[config.mk]
export PLATFORM = sky130hd
export DESIGN_NAME = mod_reduce_seq
export DESIGN_NICKNAME = d
export VERILOG_FILES = /design/src/rtl/rsa_pkg.sv /design/src/rtl/mod_reduce_step.sv /design/src/rtl/mod_reduce_seq.sv
export SDC_FILE = /design/constraint.sdc
export NUM_CORES = 2
export LEC_CHECK = 0
export CORE_UTILIZATION = 43
export CTS_CLUSTER_DIAMETER = 60
export CTS_CLUSTER_SIZE = 25
export DETAILED_ROUTE_END_ITERATION = 8
export GPL_TIMING_DRIVEN = 0
export HOLD_SLACK_MARGIN = 0.15
export PLACE_DENSITY = 0.76
export SYNTH_ARGS = -nofsm -noshare
export SYNTH_HDL_FRONTEND = slang
export SYNTH_SLANG_ARGS = --single-unit
[constraint.sdc]
create_clock -name clk -period 5.5 [get_ports clk]
set_clock_uncertainty 0.1 [all_clocks]
set_input_delay 1.1 -clock clk [delete_from_list [all_inputs] [get_ports clk]]
set_output_delay 1.1 -clock clk [all_outputs]
set_load 0.01 [all_outputs]
[src/rtl/rsa_pkg.sv]
// Shared constants and types for the RSA modular-reduction datapath.
package rsa_pkg;

  localparam int RSA_DIVIDEND_W = 256;
  localparam int RSA_MOD_W      = 128;

  typedef enum logic [1:0] {
    IDLE = 2'd0,
    RUN  = 2'd1,
    DONE = 2'd2
  } mod_state_t;

  localparam logic [RSA_MOD_W-1:0] N_TEST = 128'd108992493821499052737214080527692688753;

endpackage

[src/rtl/mod_reduce_step.sv]
// One restoring shift-subtract step: shift a dividend bit into r, subtract B when it fits.
module mod_reduce_step
  import rsa_pkg::*;
#(
  parameter int MOD_W = RSA_MOD_W
) (
  input  logic [MOD_W-1:0] r_in,
  input  logic             bit_in,
  input  logic [MOD_W-1:0] b,
  output logic [MOD_W-1:0] r_next,
  output logic             sub
);

  logic [MOD_W:0]   r_shift;
  logic [MOD_W-1:0] diff;

  // r_in < b, so r_shift < 2b; when it is subtracted the result is < b and the
  // low MOD_W bits of the difference are exact.
  always_comb begin
    r_shift = {r_in, bit_in};
    sub     = (r_shift >= {1'b0, b});
    diff    = r_shift[MOD_W-1:0] - b;
    r_next  = sub ? diff : r_shift[MOD_W-1:0];
  end

endmodule

[src/rtl/mod_reduce_seq.sv]
// Sequential A mod B reducer, one dividend bit per clock, fixed latency of DIVIDEND_W+1 cycles.
module mod_reduce_seq
  import rsa_pkg::*;
#(
  parameter int DIVIDEND_W = RSA_DIVIDEND_W,
  parameter int MOD_W      = RSA_MOD_W
) (
  input  logic                  clk,
  input  logic                  rst_n,
  input  logic [DIVIDEND_W-1:0] A,
  input  logic [MOD_W-1:0]      B,
  input  logic                  dividend_valid,
  input  logic                  divisor_valid,
  output logic                  remainder_valid,
  output logic [MOD_W-1:0]      remainder,
  output logic                  div_by_zero,
  output logic                  busy
);

  localparam int CNT_W = $clog2(DIVIDEND_W) + 1;
  localparam logic [CNT_W-1:0] LAST_CNT = CNT_W'(DIVIDEND_W - 1);

  mod_state_t            state_q, state_d;
  logic [DIVIDEND_W-1:0] a_q, a_d;
  logic [MOD_W-1:0]      b_q, b_d;
  logic [MOD_W-1:0]      r_q, r_d;
  logic [CNT_W-1:0]      cnt_q, cnt_d;
  logic [MOD_W-1:0]      rem_q, rem_d;
  logic                  rv_q, rv_d;
  logic                  dbz_q, dbz_d;

  logic                  req;
  logic [MOD_W-1:0]      step_r;
  logic                  step_sub;

  assign req = dividend_valid & divisor_valid;

  mod_reduce_step #(
    .MOD_W (MOD_W)
  ) u_step (
    .r_in   (r_q),
    .bit_in (a_q[DIVIDEND_W-1]),
    .b      (b_q),
    .r_next (step_r),
    .sub    (step_sub)
  );

  always_comb begin
    state_d = state_q;
    a_d     = a_q;
    b_d     = b_q;
    r_d     = r_q;
    cnt_d   = cnt_q;
    rem_d   = rem_q;
    rv_d    = rv_q;
    dbz_d   = dbz_q;
    case (state_q)
      IDLE: begin
        if (req) begin
          a_d   = A;
          b_d   = B;
          r_d   = '0;
          cnt_d = '0;
          if (B == '0) begin
            state_d = DONE;
            rem_d   = '0;
            dbz_d   = 1'b1;
            rv_d    = 1'b1;
          end else begin
            state_d = RUN;
            dbz_d   = 1'b0;
          end
        end
      end
      RUN: begin
        if (!req) begin
          state_d = IDLE;
        end else begin
          r_d   = step_r;
          // Quotient bits fill the vacated LSBs of the dividend register.
          a_d   = {a_q[DIVIDEND_W-2:0], step_sub};
          cnt_d = cnt_q + CNT_W'(1);
          if (cnt_q == LAST_CNT) begin
            state_d = DONE;
            rem_d   = step_r;
            rv_d    = 1'b1;
          end
        end
      end
      DONE: begin
        if (!req) begin
          state_d = IDLE;
          rv_d    = 1'b0;
        end
      end
      default: state_d = IDLE;
    endcase
  end

  always_ff @(posedge clk) begin
    if (!rst_n) begin
      state_q <= IDLE;
      a_q     <= '0;
      b_q     <= '0;
      r_q     <= '0;
      cnt_q   <= '0;
      rem_q   <= '0;
      rv_q    <= 1'b0;
      dbz_q   <= 1'b0;
    end else begin
      state_q <= state_d;
      a_q     <= a_d;
      b_q     <= b_d;
      r_q     <= r_d;
      cnt_q   <= cnt_d;
      rem_q   <= rem_d;
      rv_q    <= rv_d;
      dbz_q   <= dbz_d;
    end
  end

  assign remainder_valid = rv_q;
  assign remainder       = rem_q;
  assign div_by_zero     = dbz_q;
  assign busy            = (state_q == RUN) || (state_q == DONE);

endmodule

==> qor.csv <==
stage;metric;value;unit
grt;overall_global_routing_usage;0.332;
synth;ys_warn_count;0;
cells_and_area;instances_no_fill;6216;
cells_and_area;post_route_utilization;0.542;
place;numPortBuffers;517;
synth;ys_top_cells_by_area;dfxtp_1, mux2i_1, nand2_1;
clocking;clk_transition_reported_paths;0.07;ns
sta;finalSetupViolCount;32;
place;hpwlAfterDp;115000;um
critical_path;worst_path_required_time;5.88;ns
detailed_routing;antenna_left;0;
sta;max_slew_margin;0.0687;
die;coreArea;82000;sq um
synth;synth.ff_latch_count;653;
sta;final.min_clock_period;5.65;ns
clocking;cts_buffers;56;
synth;netlist.area_leader.share;0.368;
critical_path;critPathCaptureType;flip-flop;
status;run_status;finished with violations;
clocking;ctsHtreeMaxLevel;2;
critical_path;worstPathMaxFanout;10;
clocking;clk-insertion-delay-late;0.68;ns
detailed_routing;routed_wirelength;146000;um
cells_and_area;area_occupied_by_multi_input_gates;20500;sq um
synth;post-synth-top-area-cell;dfxtp_1;
detailed_routing;viasPerCell;5.93;
place;postPlaceCellArea;42100;sq um
worst_hold_path;hp-start;b_q[79];
sta;grt_setup_unrepaired;false;
cells_and_area;layout.nets;5594;
cells_and_area;filler_cell_count;7817;
grt;grt_pass1_wl;210000;um
synth;syn_area;35500;sq um
power_and_ir_drop;power.static_leakage;16.7;nW
cells_and_area;final-seq-area;13100;sq um
critical_path;worstSetupPathType;in2reg;
critical_path;timing.critical_path.from;B[127];
sta;tightestPinTransition;1.36;ns
grt;antenna_found_initial;26;
cells_and_area;finish.instance_area;44400;sq um
synth;syn_inst;4491;
cells_and_area;area_growth_syn_to_layout;25.0;%
worst_hold_path;hp-class;reg2reg;
die;die_height;290;um
sta;layout_worst_path_cycle_share;1.03;
sta;fin_ws;-0.146;ns
cells_and_area;final_layout_size_suffix_gt1_frac;0.0440;
detailed_routing;vias;36900;
clocking;buffer_cell_driving_the_clock_tree_root;clkbuf_16;
grt;via_count_of_the_first_global_routing_pass;34000;
detailed_routing;drt-pass1-iter-count;8;
sta;holdWs;0.355;ns
status;violations_in_the_final_reports;setup timing;
sta;final-max-slew-violation-count;0;
synth;synth-edff-count;0;
die;floorplan.die.width;290;um
place;dp_cells;6079;
power_and_ir_drop;design_power_total;22.9;mW
critical_path;worst_ep_arrival_time;6.03;ns
synth;register_area_share_after_synthesis;0.368;
die;dieArea;83800;sq um
sta;fmax;177;MHz
die;num_rows;105;
clocking;number_of_hold_repair_buffers_added_at_the_cts_stage;0;
synth;synth.avg_cell_area;7.91;sq um
synth;dominantRegCellSynth;dfxtp_1;
sta;finalHoldViolations;0;
grt;grt_remaining_overflow;0;
die;ios;519;
synth;synth_cell_type_count;86;
detailed_routing;routedWlPerCell;23.5;um
place;dp_worst_setup_slack;-2.47;ns
critical_path;worst_reg2reg_startpoint;b_q[50];
synth;net_count_after_synthesis;5014;
place;gp_congestion;1.05;
grt;grt_start_max_net_pins;26;
clocking;clock_sinks;653;
sta;tns;-1.06;ns
detailed_routing;drc;0;
die;initial_core_util;0.434;
run;timing.max_cap.violations;0;
clocking;cts-root-to-sink-buffers;3;
power_and_ir_drop;peakVddDrop;0.350;mV
power_and_ir_drop;power_per_cell_area;515;nW/um^2
synth;synth_async_sr_flop_share;0;
critical_path;critPathLaunchType;primary input;
clocking;tritoncts;done;
detailed_routing;drt-initial-drc-count;3846;
-- worst max-delay path, cell delays in order --
cell and delay, ns:
clkdlybuf4s50_1 0.65, nor4_4 0.54, nand4_1 0.42, nor4_4 0.74, nand2_1 0.41, and2_1 0.33, nor2_1 0.17, nand2_1 0.28
clkbuf_1 0.50, clkbuf_1 0.46, nand3_1 0.18, o21ai_0 0.21
-- routing by layer --
metal	global-route usage	part of all wire	vias to the layer above	wire length, um
met5	0	0.00057	-	84
met3	0.0852	0.11	390	16000
met2	0.493	0.43	1804	62500
li1	-	-	17200	-
met1	0.441	0.41	17500	59800
met4	0.173	0.054	14	7940
-- worst paths after layout --
check / to / slack, ns / cells after the start
setup / recovery: remainder[110] / -0.15 / 12
hold / removal: b_q[79] / 0.36 / 2
setup reg to reg: remainder[36] / 0.11 / 18
hold reg to reg: b_q[79] / 0.36 / 2
-- flip-flops by register name (all words and copies together) (netlist names) --
signal and count:
a_q 256, b_q 128, cnt_q 9, div_by_zero 1, r_q 128, remainder 128
remainder_valid 1, state_q 2
-- cell usage after synthesis (12+ instances only) --
library cell and n:
and3_1 24, a211oi_1 271, o21ai_0 253, buf_2 42, o21a_1 21, nand2_1 564
dfxtp_1 653, o21bai_1 49, a2bb2oi_1 87, ha_1 134, nor4_1 38, a22o_1 29
nor2_1 541, o211ai_1 21, nand3_1 43, nand2b_1 12, mux2i_1 281, nor3_1 52
a32oi_1 12, clkbuf_1 276, nand4_1 81, a22oi_1 18, a21oi_1 409, a31oi_1 22
a21o_1 45, and2_1 15, a21boi_0 14, inv_1 192, xor2_1 43, or3_1 12
xnor2_1 73
-- power breakdown --
group          total, mW  switching, mW  internal, mW
clock               4.57           2.33          2.25
combinational       12.6           8.21          4.38
sequential          5.72          0.409          5.31
total               22.9           10.9          11.9
-- final cells by class --
class	instances	share of cell area
diodes	28	0.00158
plain buffers	334	0.0302
clock buffers	60	0.0326
clock inverters	45	0.0155
inverters	193	0.0163
multi-input cells	3311	0.462
flip-flops and latches	653	0.294
well taps	1070	0.0301
repair buffers	522	0.117
-- logic make-up after synthesis --
kind of cell	after synthesis	share of synthesized area
XOR/XNOR	116	0.0286
multiplexers	285	0.0804
flip-flops	653	0.368
AND/OR/NAND/NOR	1428	0.172
buffers and inverters	527	0.0577
adder cells (fa/ha/maj)	135	0.0477
AO/OA/AOI/OAI	1347	0.246
-- layout by cell type (no fill, tap or decap), types with 12 or more instances in the layout --
| cell | count |
|---|---|
| buf_2 | 41 |
| diode_2 | 28 |
| nor4_1 | 33 |
| o21bai_1 | 49 |
| ha_1 | 134 |
| a22o_1 | 29 |
| clkbuf_16 | 57 |
| a32oi_1 | 12 |
| o21a_1 | 21 |
| nor2_1 | 538 |
| and2_1 | 15 |
| a21oi_1 | 409 |
| a22oi_1 | 18 |
| nand4_1 | 81 |
| nand2b_1 | 12 |
| clkbuf_1 | 269 |
| xor2_1 | 43 |
| dfxtp_1 | 653 |
| a31oi_1 | 22 |
| inv_1 | 192 |
| nand2_1 | 562 |
| o211ai_1 | 21 |
| a2bb2oi_1 | 87 |
| xnor2_1 | 73 |
| a21boi_0 | 14 |
| and3_1 | 24 |
| a21o_1 | 45 |
| nor3_1 | 50 |
| clkdlybuf4s50_1 | 517 |
| o21ai_0 | 251 |
| nand3_1 | 43 |
| a211oi_1 | 271 |
| or3_1 | 12 |
| mux2i_1 | 280 |
-- repair_timing --
item | in CTS | in global routing
buffers inserted | 0 | 4
setup endpoints to repair | 170 | 77
gates cloned | 0 | 0
resized for setup | 15 | 20
pin swaps | 0 | 3
(Power assumes the default switching activity.)
